[src/rtl/fetch_pkg.sv]
// Shared types and constants for the instruction-fetch stage.
package fetch_pkg;

    localparam logic [31:0] RESET_PC_DEFAULT = 32'hBFC0_0000;
    localparam logic [31:0] EXC_VECTOR       = 32'hBFC0_0380;

    typedef struct packed {
        logic [31:0] pc;
        logic [31:0] inst;
        logic        adel;
    } fetch_entry_t;

    typedef enum logic {
        FETCH_RUN  = 1'b0,
        FETCH_HALT = 1'b1
    } fetch_state_t;

endpackage

[src/rtl/fetch_fifo.sv]
// Small synchronous FIFO; push is accepted when full only if a pop happens in the same cycle.
module fetch_fifo #(
    parameter type T = logic [31:0],
    parameter int DEPTH = 2,
    localparam int CW = $clog2(DEPTH + 1)
) (
    input  logic          clk,
    input  logic          resetn,
    input  logic          clear,
    input  logic          push,
    input  T              push_data,
    input  logic          pop,
    output T              head,
    output logic          full,
    output logic          empty,
    output logic [CW-1:0] count
);

    localparam int PW = (DEPTH > 1) ? $clog2(DEPTH) : 1;

    T              mem [DEPTH];
    logic [PW-1:0] rd_ptr;
    logic [PW-1:0] wr_ptr;
    logic          do_push;
    logic          do_pop;

    assign full    = (count == CW'(DEPTH));
    assign empty   = (count == '0);
    assign do_push = push && (!full || pop);
    assign do_pop  = pop && !empty;
    assign head    = mem[rd_ptr];

    always_ff @(posedge clk or negedge resetn) begin
        if (!resetn) begin
            rd_ptr <= '0;
            wr_ptr <= '0;
            count  <= '0;
        end else if (clear) begin
            rd_ptr <= '0;
            wr_ptr <= '0;
            count  <= '0;
        end else begin
            if (do_push) wr_ptr <= wr_ptr + PW'(1);
            if (do_pop)  rd_ptr <= rd_ptr + PW'(1);
            count <= count + CW'(do_push) - CW'(do_pop);
        end
    end

    // Storage needs no reset: entries are only visible through count.
    always_ff @(posedge clk) begin
        if (do_push && !clear) mem[wr_ptr] <= push_data;
    end

endmodule

[src/rtl/inst_fetch_unit.sv]
// Fetch PC, multi-outstanding instruction bus requests, in-order buffer to decode.
// Optional FETCH_PERF_EN adds stall-cycle and dropped-response counters.
module inst_fetch_unit
    import fetch_pkg::*;
#(
    parameter logic [31:0] RESET_PC = RESET_PC_DEFAULT,
    parameter int          DEPTH    = 2
) (
    input  logic        clk,
    input  logic        resetn,
    output logic        inst_req,
    output logic [31:0] inst_addr,
    input  logic        inst_addr_ok,
    input  logic        inst_data_ok,
    input  logic [31:0] inst_rdata,
    input  logic        redirect_valid,
    input  logic [31:0] redirect_pc,
    input  logic        flush_valid,
    input  logic [31:0] flush_pc,
    input  logic        stallD,
    output logic        validD,
    output logic [31:0] instD,
    output logic [31:0] pcD,
    output logic        adelD
`ifdef FETCH_PERF_EN
    ,
    output logic [31:0] perf_stall_cnt,
    output logic [31:0] perf_discard_cnt
`endif
);

    localparam int CW = $clog2(DEPTH + 1);

    fetch_state_t  state, state_next;
    logic [31:0]   pc_f, pc_next;
    logic [CW-1:0] discard, discard_next;
    logic [CW-1:0] inflight, buf_count;
    logic [CW:0]   occupancy;
    logic          pend_full, pend_empty, buf_full, buf_empty;
    logic [31:0]   pend_head;
    fetch_entry_t  buf_head, buf_push_data;
    logic          redirect_any, aligned, accept, resp_pop, resp_keep, mis_push;
    logic          buf_push, buf_pop;
    logic [31:0]   target;

    assign redirect_any = flush_valid || redirect_valid;
    assign target       = flush_valid ? flush_pc : redirect_pc;
    assign aligned      = (pc_f[1:0] == 2'b00);
    assign occupancy    = {1'b0, inflight} + {1'b0, buf_count};

    assign inst_req  = resetn && (state == FETCH_RUN) && aligned && !pend_full
                    && (occupancy < (CW + 1)'(DEPTH)) && !redirect_any;
    assign inst_addr = pc_f;
    assign accept    = inst_req && inst_addr_ok;

    // A response arriving in a redirect cycle belongs to the old stream.
    assign resp_pop  = inst_data_ok && !pend_empty;
    assign resp_keep = resp_pop && (discard == '0) && !redirect_any;
    assign mis_push  = (state == FETCH_RUN) && !aligned && (inflight == '0)
                    && !buf_full && !redirect_any;

    assign buf_push      = resp_keep || mis_push;
    assign buf_push_data = mis_push ? '{pc: pc_f, inst: 32'h0, adel: 1'b1}
                                    : '{pc: pend_head, inst: inst_rdata, adel: 1'b0};
    assign buf_pop       = validD && !stallD;

    assign validD = !buf_empty;
    assign instD  = buf_empty ? 32'h0 : buf_head.inst;
    assign pcD    = buf_empty ? 32'h0 : buf_head.pc;
    assign adelD  = buf_empty ? 1'b0  : buf_head.adel;

    always_comb begin
        state_next   = state;
        pc_next      = pc_f;
        discard_next = discard;
        if (redirect_any) begin
            state_next   = FETCH_RUN;
            pc_next      = target;
            // Everything still outstanding after this cycle is stale.
            discard_next = inflight - CW'(resp_pop);
        end else begin
            if (mis_push) state_next = FETCH_HALT;
            if (accept)   pc_next    = pc_f + 32'd4;
            if (resp_pop && discard != '0) discard_next = discard - CW'(1);
        end
    end

    always_ff @(posedge clk or negedge resetn) begin
        if (!resetn) begin
            state   <= FETCH_RUN;
            pc_f    <= RESET_PC;
            discard <= '0;
        end else begin
            state   <= state_next;
            pc_f    <= pc_next;
            discard <= discard_next;
        end
    end

    fetch_fifo #(.T(logic [31:0]), .DEPTH(DEPTH)) u_pending (
        .clk       (clk),
        .resetn    (resetn),
        .clear     (1'b0),
        .push      (accept),
        .push_data (pc_f),
        .pop       (resp_pop),
        .head      (pend_head),
        .full      (pend_full),
        .empty     (pend_empty),
        .count     (inflight)
    );

    fetch_fifo #(.T(fetch_entry_t), .DEPTH(DEPTH)) u_buffer (
        .clk       (clk),
        .resetn    (resetn),
        .clear     (redirect_any),
        .push      (buf_push),
        .push_data (buf_push_data),
        .pop       (buf_pop),
        .head      (buf_head),
        .full      (buf_full),
        .empty     (buf_empty),
        .count     (buf_count)
    );

`ifdef FETCH_PERF_EN
    always_ff @(posedge clk or negedge resetn) begin
        if (!resetn) begin
            perf_stall_cnt   <= 32'h0;
            perf_discard_cnt <= 32'h0;
        end else begin
            if (validD && stallD) perf_stall_cnt <= perf_stall_cnt + 32'd1;
            if (resp_pop && !resp_keep) perf_discard_cnt <= perf_discard_cnt + 32'd1;
        end
    end
`endif

endmodule

[config.mk]
export PLATFORM = sky130hd
export DESIGN_NAME = inst_fetch_unit
export DESIGN_NICKNAME = d
export VERILOG_FILES = /design/src/rtl/fetch_pkg.sv /design/src/rtl/fetch_fifo.sv /design/src/rtl/inst_fetch_unit.sv
export SDC_FILE = /design/constraint.sdc
export NUM_CORES = 1
export LEC_CHECK = 0
export ABC_AREA = 1
export CAP_MARGIN = 20
export CORE_UTILIZATION = 48
export CTS_CLUSTER_SIZE = 10
export DETAILED_ROUTE_END_ITERATION = 8
export PLACE_DENSITY = 0.77
export SKIP_LAST_GASP = 1
export SYNTH_ARGS = -nofsm -noshare
export SYNTH_HDL_FRONTEND = slang
export SYNTH_HIERARCHICAL = 1
export SYNTH_SLANG_ARGS = --single-unit
[constraint.sdc]
create_clock -name clk -period 4.2 [get_ports clk]
set_input_delay 0.84 -clock clk [delete_from_list [all_inputs] [get_ports clk]]
set_output_delay 0.84 -clock clk [all_outputs]
set_load 0.05 [all_outputs]
==> run metrics <==
status=complete, no violations; first-pass GRT wire length=approximately 43000 um; commonest cells after routing, fill and taps aside=nand2_1, nor2_1, clkdlybuf4s50_1; worst r2r src=u_pending/count[0]; kind of critical path=reg2out; non-filler instance count after layout=between 1500 and 2000; Final period util=0.839; Static Leakage=6.31 nW; fin crit period=around 3500 ps; post_cts resized=0; Yosys warnings=6; Most used DFF post-synth=edfxtp_1; Synth async-reset ratio=0.181; 1st-iter DRT viols=about 710; final hold slack=slightly above 500 ps; Setup Skew=between 15 and 20 ps; Post-synth EDFFs=around 190; Layout area overhead=26.6%; nets@finish=between 1500 and 2000; worst setup margin=675 ps; final hold violations=0; initial antenna violation count=0; hold-fix buffers at CTS=0; clock buffer depth=3; CP Data Required Time=around 3400 ps; most common cell after layout, fill and taps aside=nand2_1; CP endpoint kind=output pin; maximum clock rate=~280 MHz; layout cells sized above 1=0.0516; vias=9248; Sink Count=237; DP HPWL=~19000 um; vias in the first global route=~8700; Post-Syn Area=0.0116 sq mm; post-synthesis register bit count=237; largest net degree at the start of global routing=68; Antenna Nets Post-Route=0; clk_lat worst skew=around 530 ps; total die area=0.0248 sq mm; Relative slew margins=0.443; slew of the pin with the lowest slew margin=about 830 ps; Die Y=157 um; port bufs=between 200 and 250; Finished Cell Area=between 0.01 and 0.015 sq mm; DRT Pass-1 Iters=5; Reg2Reg Depth=11; R2R Setup Slk=1660 ps; Num CTS Buffers=27; initial core utilization=0.492; gr usage total=0.224; setup TNS=0 ps; Reg2Reg Capture Point=inst_addr[21]; I/O pins=a little over 200; syn avg cell area=~8.6 sq um; unrepaired setup endpoints after global routing=no; DRC Markers=0; number of diodes=0; Vias/cell=approximately 5; num rows=56; drt total wl=27200 um; Max Cap Viol=0; Syn Inst Count=roughly 1400; Max Slew Vio Count=0; setup bufs post-CTS=0; Max VDD drop=roughly 250 uV; overflow left after global routing=0; Setup WS pre-CTS=between 800 and 900 ps; placed cell count=about 1800; CP Data Arrival Time=approximately 2700 ps; Post-Route Utilization=0.623; H-tree lvl count=1; post-synthesis sequential area ratio=0.597; Clock Root Buffer=clkbuf_16; Die Width=roughly 160 um; CP Launch Type=register; Crit Path Max Fanout=41; CTS clk-pin slew, worst paths=~60 ps; Core Box Area=about 0.024 sq mm; Power per Cell Area=around 380 mW/mm^2; CTS tree=yes; Yosys cell types=34; instance area at placement=roughly 0.014 sq mm; final setup vio count=0; GP Congestion=approximately 0.86; min-delay worst type=in2async; Power, Total=approximately 5.6 mW; drt wl/cell=14.4 um
## critical path, stage by stage (launching register included)
cell             delay (ps)
dfrtp_2                 400
inv_2                   370
buf_12                  280
nand2_1                  80
nand2_1                  60
inv_1                    40
nor2_1                   90
clkdlybuf4s50_1         830
## cell usage after synthesis (all sizes together) (2+ instances only)
| cell | instances | area share |
|---|---|---|
| nor2 | 258 | 0.084 |
| nand2 | 445 | 0.15 |
| inv | 173 | 0.057 |
| nor3 | 5 | 0.0031 |
| a31oi | 3 | 0.0016 |
| o21ai | 65 | 0.028 |
| o211ai | 3 | 0.0019 |
| nand3 | 44 | 0.019 |
| ha | 7 | 0.0076 |
| buf | 36 | 0.020 |
| nand4 | 2 | 0.0011 |
| o22ai | 5 | 0.0027 |
| dfstp | 9 | 0.020 |
| clkbuf | 20 | 0.0065 |
| and2 | 2 | 0.0011 |
| a21oi | 43 | 0.019 |
| dfrtp | 34 | 0.073 |
| edfxtp | 194 | 0.50 |
## power breakdown
| part | internal [mW] | switching, mW | total, mW |
|---|---|---|---|
| combinational | 0.275 | 0.495 | 0.770 |
| clock | 1.22 | 0.860 | 2.08 |
| sequential | 2.64 | 0.0912 | 2.73 |
| total | 4.13 | 1.45 | 5.58 |
## registers in the layout, indices dropped and copies added, names as in the netlist
name / cells
discard: 2
inst_addr: 32
state: 1
u_buffer/count: 2
u_buffer/mem: 130
u_buffer/rd_ptr: 1
u_buffer/wr_ptr: 1
u_pending/count: 2
u_pending/mem: 64
u_pending/rd_ptr: 1
u_pending/wr_ptr: 1
## metal layers
metal	GRT usage	routed length, um
met5	0	0
met4	0.0569	465
met3	0.0410	2140
met2	0.359	12300
met1	0.314	12200
## final cells by class
type | count | area (sq um)
fill | 2003 | 8880
sequential | 237 | 6910
multi-input combinational | 890 | 3720
timing repair buffer | 219 | 2190
clock buffer | 49 | 768
inverter | 173 | 657
tap | 319 | 399
clock inverter | 1 | 8.76
## worst max-delay path by stage
stage | from | end | slack [ps] | cells after the start
6_report | u_buffer/rd_ptr | instD[29] | 680 | 7
5_1_grt | u_buffer/rd_ptr | pcD[6] | 510 | 7
4_1_cts | u_buffer/count[1] | pcD[8] | 470 | 5
3_5_place_dp | redirect_valid | u_buffer/mem[1][59] | 830 | 8
3_3_place_gp | redirect_valid | u_buffer/mem[1][64] | 850 | 8
2_1_floorplan | flush_valid | u_buffer/mem[1][0] | 30 | 10
## kinds of logic (layout without fill, tap and decap cells)
kind of cell    Yosys count  after routing  synth area share
fa+ha+maj                 8              8           0.00929
simple gates            758            758             0.256
flops                   237            237             0.597
buf+inv                 229            442            0.0831
xor+xnor                  1              1          0.000756
compound gates          120            120            0.0537
other cells               1              3          0.000324
(Power assumes the default switching activity.)
